==> config.mk <==
export PLATFORM = sky130hd
export DESIGN_NAME = uart_rx
export DESIGN_NICKNAME = d
export VERILOG_FILES = /design/src/rtl/uart_pkg.sv /design/src/rtl/uart_sync2.sv /design/src/rtl/uart_rx.sv
export SDC_FILE = /design/constraint.sdc
export NUM_CORES = 1
export LEC_CHECK = 0
export CORE_MARGIN = 2
export CORE_UTILIZATION = 25
export DETAILED_ROUTE_END_ITERATION = 12
export GPL_TIMING_DRIVEN = 0
export SLEW_MARGIN = 10
export SYNTH_ARGS = -nofsm -noshare
export SYNTH_HDL_FRONTEND = slang
export SYNTH_SLANG_ARGS = --single-unit
==> constraint.sdc <==
create_clock -name i_clk -period 1.8 [get_ports i_clk]
set_input_delay 0.27 -clock i_clk [delete_from_list [all_inputs] [get_ports i_clk]]
set_output_delay 0.27 -clock i_clk [all_outputs]
set_load 0.1 [all_outputs]
==> src/rtl/uart_pkg.sv <==
// Shared UART definitions: FSM encoding and frame defaults used by the
// receiver, the baud generator and the TX serializer.
package uart_pkg;

    localparam int NB_DATA_DEF      = 8;
    localparam int N_TICKS_DEF      = 16;
    localparam int N_STOP_TICKS_DEF = 16;

    typedef enum logic [1:0] {
        IDLE  = 2'b00,
        START = 2'b01,
        DATA  = 2'b10,
        STOP  = 2'b11
    } state_t;

    // Counter width able to hold the larger of two terminal counts.
    function automatic int cnt_width(input int a, input int b);
        int m;
        m = (a > b) ? a : b;
        return (m > 1) ? $clog2(m) : 1;
    endfunction

endpackage

==> src/rtl/uart_sync2.sv <==
// Two-flop synchronizer for asynchronous inputs; both flops reset to 1 so an
// idle-high line reads as idle straight out of reset.
module uart_sync2 (
    input  logic i_clk,
    input  logic i_rst,
    input  logic i_d,
    output logic o_q
);

    logic meta;

    always_ff @(posedge i_clk) begin
        if (!i_rst) begin
            meta <= 1'b1;
            o_q  <= 1'b1;
        end else begin
            meta <= i_d;
            o_q  <= meta;
        end
    end

endmodule

==> src/rtl/uart_rx.sv <==
// 8N1 UART receiver: oversamples the synchronized line on i_tick, samples each
// bit at its centre and emits one-cycle done / frame-error strobes.
module uart_rx
    import uart_pkg::*;
#(
    parameter int NB_DATA      = NB_DATA_DEF,
    parameter int N_TICKS      = N_TICKS_DEF,
    parameter int N_STOP_TICKS = N_STOP_TICKS_DEF
) (
    input  logic               i_clk,
    input  logic               i_rst,
    input  logic               i_tick,
    input  logic               i_rx,
    output logic [NB_DATA-1:0] o_data,
    output logic               o_rx_done,
    output logic               o_frame_err
);

    localparam int TW = cnt_width(N_TICKS, N_STOP_TICKS);
    localparam int BW = (NB_DATA > 1) ? $clog2(NB_DATA) : 1;

    localparam logic [TW-1:0] MID_LAST  = TW'(N_TICKS / 2 - 1);
    localparam logic [TW-1:0] BIT_LAST  = TW'(N_TICKS - 1);
    localparam logic [TW-1:0] STOP_LAST = TW'(N_STOP_TICKS - 1);
    localparam logic [BW-1:0] DATA_LAST = BW'(NB_DATA - 1);

    logic               rx_s;
    state_t             state;
    state_t             state_next;
    logic [TW-1:0]      tick_cnt;
    logic [BW-1:0]      bit_cnt;
    logic [NB_DATA-1:0] shift_reg;
    logic               stop_end;
    logic               done_d;
    logic               err_d;

    uart_sync2 u_sync (
        .i_clk (i_clk),
        .i_rst (i_rst),
        .i_d   (i_rx),
        .o_q   (rx_s)
    );

    always_ff @(posedge i_clk) begin
        if (!i_rst) begin
            state <= IDLE;
        end else begin
            state <= state_next;
        end
    end

    always_comb begin
        state_next = state;
        case (state)
            IDLE:  if (!rx_s) state_next = START;
            START: if (i_tick && tick_cnt == MID_LAST) state_next = rx_s ? IDLE : DATA;
            DATA:  if (i_tick && tick_cnt == BIT_LAST && bit_cnt == DATA_LAST) state_next = STOP;
            STOP:  if (i_tick && tick_cnt == STOP_LAST) state_next = IDLE;
        endcase
    end

    // Strobes are decided here and registered below, so they land on the
    // same edge that takes the FSM back to IDLE.
    always_comb begin
        stop_end = (state == STOP) && i_tick && (tick_cnt == STOP_LAST);
        done_d   = stop_end && rx_s;
        err_d    = stop_end && !rx_s;
    end

    always_ff @(posedge i_clk) begin
        if (!i_rst) begin
            tick_cnt    <= '0;
            bit_cnt     <= '0;
            shift_reg   <= '0;
            o_data      <= '0;
            o_rx_done   <= 1'b0;
            o_frame_err <= 1'b0;
        end else begin
            o_rx_done   <= done_d;
            o_frame_err <= err_d;
            if (done_d) o_data <= shift_reg;

            case (state)
                IDLE: begin
                    if (!rx_s) tick_cnt <= '0;
                end
                START: begin
                    if (i_tick) begin
                        if (tick_cnt == MID_LAST) begin
                            if (!rx_s) begin
                                tick_cnt <= '0;
                                bit_cnt  <= '0;
                            end
                        end else begin
                            tick_cnt <= tick_cnt + TW'(1);
                        end
                    end
                end
                DATA: begin
                    if (i_tick) begin
                        if (tick_cnt == BIT_LAST) begin
                            shift_reg <= {rx_s, shift_reg[NB_DATA-1:1]};
                            tick_cnt  <= '0;
                            if (bit_cnt != DATA_LAST) bit_cnt <= bit_cnt + BW'(1);
                        end else begin
                            tick_cnt <= tick_cnt + TW'(1);
                        end
                    end
                end
                STOP: begin
                    if (i_tick) begin
                        if (tick_cnt == STOP_LAST) begin
                            tick_cnt <= '0;
                        end else begin
                            tick_cnt <= tick_cnt + TW'(1);
                        end
                    end
                end
            endcase
        end
    end

endmodule
======== Yosys cells after proc, flatten, opt, wreduce, memory -nomap -nowiden ========
Cells that the tools add are included.
cells by class
  muxes and demuxes ....................... 19
  reductions and logical operators ........ 15
  add/sub/neg operators ................... 2
  eq/ne operators ......................... 18
operators by type and width
  kind                 number
  $mux 4               5
  $ne 2x2->1 const B   10
  $mux 3               6
  $pmux 4 s3           1
  $mux 2               5
  $pmux 2 s4           1
  $logic_and 1x1->1    7
  $reduce_and 7->1     1
  $pmux 3 s2           1
  $add 4x1->4 const B  1
  $eq 2x2->1 const B   2
  $eq 4x3->1 const B   1
  $eq 4x4->1 const B   1
  $reduce_and 4->1     1
  $add 3x1->3 const B  1
  $eq 3x3->1 const B   1
  $ne 3x3->1 const B   1
  $reduce_and 3->1     1
  $eq 2x1->1 const B   1
  $logic_not 2->1      1
  $ne 2x1->1 const B   1
  $reduce_and 2->1     1
  $reduce_bool 2->1    1
  $reduce_or 2->1      1
  $logic_not 1->1      1
word-level totals
  output and inout bits ................... 10
  register bits ........................... 29
  logic and storage cells ................. 63

======== Longest topological paths before layout ========
  depth in word-level cells ............... 5
  depth in mapped cells ................... 6

======== Hierarchy ========
Synthesis repeated with hierarchy kept, for this count alone.
unflattened totals
  cells, all modules ...................... 153
  area, all modules ....................... 1350.0 µm²
by module, submodules not included
  module      area each (µm²)  seq. area each (µm²)  cells an instance  times used
  uart_rx     1297.5           540.5                 149                1
  uart_sync2  52.6             40.0                  4                  1

======== Worst setup path before layout ========
Ideal clock, no wire load.
  path kind ............................... flip-flop to flip-flop
  start point ............................. register tick_cnt[0]
  end point ............................... register bit_cnt[0]
  arrival time ............................ 1.330 ns
  path slack .............................. 0.346 ns
  clock period less this slack ............ 1.454 ns
  stages on the path, launching flop included .. 6
  path through ............................ dfxtp_1 -> ha_1 -> nand4_4 -> nor3b_4 -> a21oi_2 -> mux2i_1
on the way
  longest elaborated chain between the ends .. 3
ends and longest elaborated chain
  element                                   line                           RTL
  start: declaration                        uart_rx.sv:30                  logic [TW-1:0] tick_cnt;
  start signal: assignment                  uart_rx.sv:95                  tick_cnt <= tick_cnt + TW'(1);
  start signal: assignment                  uart_rx.sv:106                 tick_cnt <= tick_cnt + TW'(1);
  start signal: assignment                  uart_rx.sv:115                 tick_cnt <= tick_cnt + TW'(1);
  $eq 4x3->1 or $eq 4x4->1 (tied branches)  uart_rx.sv:89, uart_rx.sv:101
  $ne 2x2->1 (no line)                      -
  $reduce_and 7->1 (no line) (*)            -
  end signal: assignment                    uart_rx.sv:104                 if (bit_cnt != DATA_LAST) bit_cnt <= bit_cnt + BW'(1);
  end: declaration                          uart_rx.sv:31                  logic [BW-1:0] bit_cnt;
Every way passes the cells marked *; elsewhere a longest branch is shown, timed or not.
A chain may end at the register's enable or synchronous reset.

======== Worst setup path in the final report ========
  start point ............................. register o_data[7]
  end point ............................... output port o_data[7]
RTL lines
  element                   line           RTL
  start: declaration        uart_rx.sv:14  output logic [NB_DATA-1:0] o_data,
  start signal: assignment  uart_rx.sv:81  if (done_d) o_data <= shift_reg;
No word-level cell between the ends.

==> impl_metrics.yaml <==
worst_setup_path:
  setup.worst_path.end_class: "output port"
  worstSetupPathDepth: 1
  slowest_cell_on_the_critical_path: "clkdlybuf4s15_1"
  worst_ep_required_time_ps: 1530
  top_fanout_value_on_the_critical_path: 2
  setup.worst_path.class: "flop to output port"
  max_stage_delay_ps: 840
  path_delay_family: "buffers and inverters"
  data_arrival_at_the_endpoint_of_the_critical_path_ps: 1490
  path_buf_inv: 1
  r2r.worst_path.cells: 6
  critical_path_cell_sequence: "clkdlybuf4s15_1"
  start_kind: "flop"
timing:
  rsz_0062_raised_after_global_routing: "false"
  total_neg_setup_slack_ps: 0
  slew_headroom_pct: 35.83
  maxClockFrequency_mhz: 568.9
  worst-slew-pin-transition_ps: 966.3
  final.period_utilization_pct: 97.65
  timing.clock.skew_ps: 8.874
  finalHoldViolations: 0
  setup_viol: 0
  shortest_clock_period_the_worst_path_allows_after_layout_ps: 1758
  timing_max_transition_violations_final: 0
power_and_ir_drop:
  cellPowerDensity_nw_per_um2: 839.3
  vdd.ir_drop.worst_mv: 0.4704
  power_leakage_nw: 0.6786
clock_tree:
  tritoncts: "built"
  worst_setup_hold_path_clk_slew_ps: 70
  post_cts_setup_inserts: 0
  buffers_from_clock_root_to_sink_at_most: 2
  cts_root_buffer: "clkbuf_8"
  cts_buffers: 5
  h-tree-depth: 2
  worstSkewPairLatency_ps: 290
  cts_sinks: 29
synth:
  seq_area_frac_synth_pct: 47.30
  syn_area_per_cell_sq_um: 9.025
  mappedNetlistArea_sq_um: 1227
  ys_seq_elements: 29
  ys_warn_count: 0
  postSynthNetCount: 143
  synth.distinct_cells: 30
  synthesis.instances: 136
global_routing:
  grt_pass1_vias: 901
  grt_max_degree: 11
  grt-ovfl-total: 0
  grt_pass1_wl_um: 4236
  grt_use_total_pct: 10.59
  antenna_found_initial: 0
worst_hold_path:
  tightest_hold_check_type: "primary input to flop"
  whs_path_depth: 3
final_layout:
  stdcell_area_sq_um: 1520
  antenna_cells_inserted: 0
  layout.cells.non_filler: 223
  layout_overhead_on_the_synthesized_area_pct: 23.85
  drive_gt1_share_pct: 10.90
  finish.net_count: 162
die:
  rows: 25
  top_level_ports: 14
  chipHeight_um: 74.07
  placeableCoreArea_sq_um: 4723
  fp.dieArea_sq_um: 5486
  die_width_um: 74.07
  start_util_pct: 25.99
route:
  detailroute.via_count: 952
  detailedRoute.firstIterationViolations: 75
  wl_per_cell_um: 11.12
  drt-pass1-iter-count: 4
  postRouteAntennaNets: 0
  via_per_inst: 4.269
  detail_route.drc_violations: 0
  wirelength_um: 2479
status:
  result_of_the_run: "completed"
place:
  dp_hpwl_um: 1624
  gp_routability_congestion: 0.7600
  placed_cells_incl_taps: 215
  io_buffers: 12
  total_cell_area_at_the_placement_stage_sq_um: 1431
flow_run:
  timing.max_cap.violations: 0
-- power by group --
part	total [W]	internal [W]	leakage (nW)	switching [W]
clock network	0.000583	0.000309	0.0512	0.000273
logic	0.0000461	0.0000163	0.393	0.0000298
registers	0.000647	0.000646	0.234	0.00000151
-- cell usage after synthesis --
cell	instances	share of area, %
nor2_1	7	2.1
a21oi_1	2	0.82
xor2_1	1	0.71
ha_1	3	3.1
o21ai_0	11	4.5
clkbuf_1	6	1.8
o221a_2	1	0.92
buf_2	2	0.82
a311oi_1	1	0.71
a211o_1	1	0.71
nor2b_1	2	1.0
nor3b_4	1	1.5
mux2i_1	11	9.0
nand4b_1	1	0.71
xnor2_1	1	0.71
nand2_2	1	0.51
nand2b_1	2	1.0
a31oi_1	1	0.51
nand4_4	1	1.7
o22ai_1	3	1.5
nand3b_1	2	1.2
nor4_1	1	0.51
inv_1	5	1.5
buf_6	1	0.92
a21oi_2	1	0.71
and3_1	2	1.0
nand2_1	24	7.3
nand4_1	1	0.51
dfxtp_1	29	47
nand3_1	11	4.5
-- metrics by stage --
stage,power [W],utilization (%),worst slack [ps],hold slack [ps]
final,0.001276,32.19,42.27,379.9
after global routing,0.001322,32.19,9.058,433.7
after CTS,0.001288,32.08,14.29,381.0
after detailed placement,0.0007080,30.30,-86.04,390.9
after global placement,0.0007087,30.30,-102.9,388.4
after floorplan,0.0006923,-,345.5,371.5
-- per-layer routing --
metal | GRT usage (%) | wire, um
met1 | 13.47 | 1222
met2 | 14.88 | 1046
met3 | 4.201 | 135
met4 | 6.667 | 74
met5 | 0 | 0
-- cells in the final DEF (no fill, tap or decap), drive strengths merged, types with 2 or more instances in the layout --
| cell | Yosys | routed |
|---|---|---|
| dfxtp | 29 | 29 |
| o22ai | 3 | 3 |
| buf | 3 | 3 |
| mux2i | 11 | 11 |
| nand2b | 2 | 2 |
| inv | 5 | 5 |
| nand3 | 11 | 11 |
| nand4 | 2 | 2 |
| nand2 | 25 | 25 |
| nor2b | 2 | 2 |
| and3 | 2 | 2 |
| ha | 3 | 3 |
| clkdlybuf4s15 | 0 | 2 |
| clkbuf | 6 | 12 |
| clkdlybuf4s50 | 0 | 2 |
| a21oi | 3 | 3 |
| nand3b | 2 | 2 |
| o21ai | 11 | 11 |
| dlygate4sd2 | 0 | 8 |
| clkinv | 0 | 2 |
| nor2 | 7 | 7 |
-- area by class of cell --
cell class	instances	area (sq um)
clock inverters	2	13.76
inverters	5	18.77
repair buffers	12	110.1
well taps	67	83.83
fillers	490	3203
clock buffers	6	82.58
flip-flops and latches	29	580.6
plain buffers	9	43.79
multi-input cells	93	586.8
-- final timing paths --
kind | start | end | slack, ps
min reg2reg | u_sync.meta$_SDFF_PN1_ | u_sync.o_q$_SDFF_PN1_ | 410
max | o_data[7]$_SDFFE_PN0P_ | o_data[7] | 40
max reg2reg | tick_cnt[0]$_SDFFE_PN0P_ | shift_reg[6]$_SDFFE_PN0P_ | 120
min | i_rst | tick_cnt[0]$_SDFFE_PN0P_ | 380
-- kinds of logic (layout without fill, tap and decap cells) --
kind of cell               after synthesis  in the layout  synth area share, %
and+or+nand+nor                         56             56                23.75
DFF                                     29             29                47.30
AOI/OAI and AO/OA                       21             21                10.40
buffers and inverters                   14             34                5.097
muxes                                   11             11                8.971
adders and majority gates                3              3                3.058
xor gates and xnor gates                 2              2                1.427
-- what timing repair did --
item / 4_1_cts / 5_1_grt
gates resized for setup: 10 / 3
pin swaps: 0 / 1
endpoints found under the hold margin: 0 / 0
hold buffers: 0 / 0
setup endpoints to repair: 10 / 11
cloned: 0 / 0
Note: power is estimated with default switching activity, not from simulation.
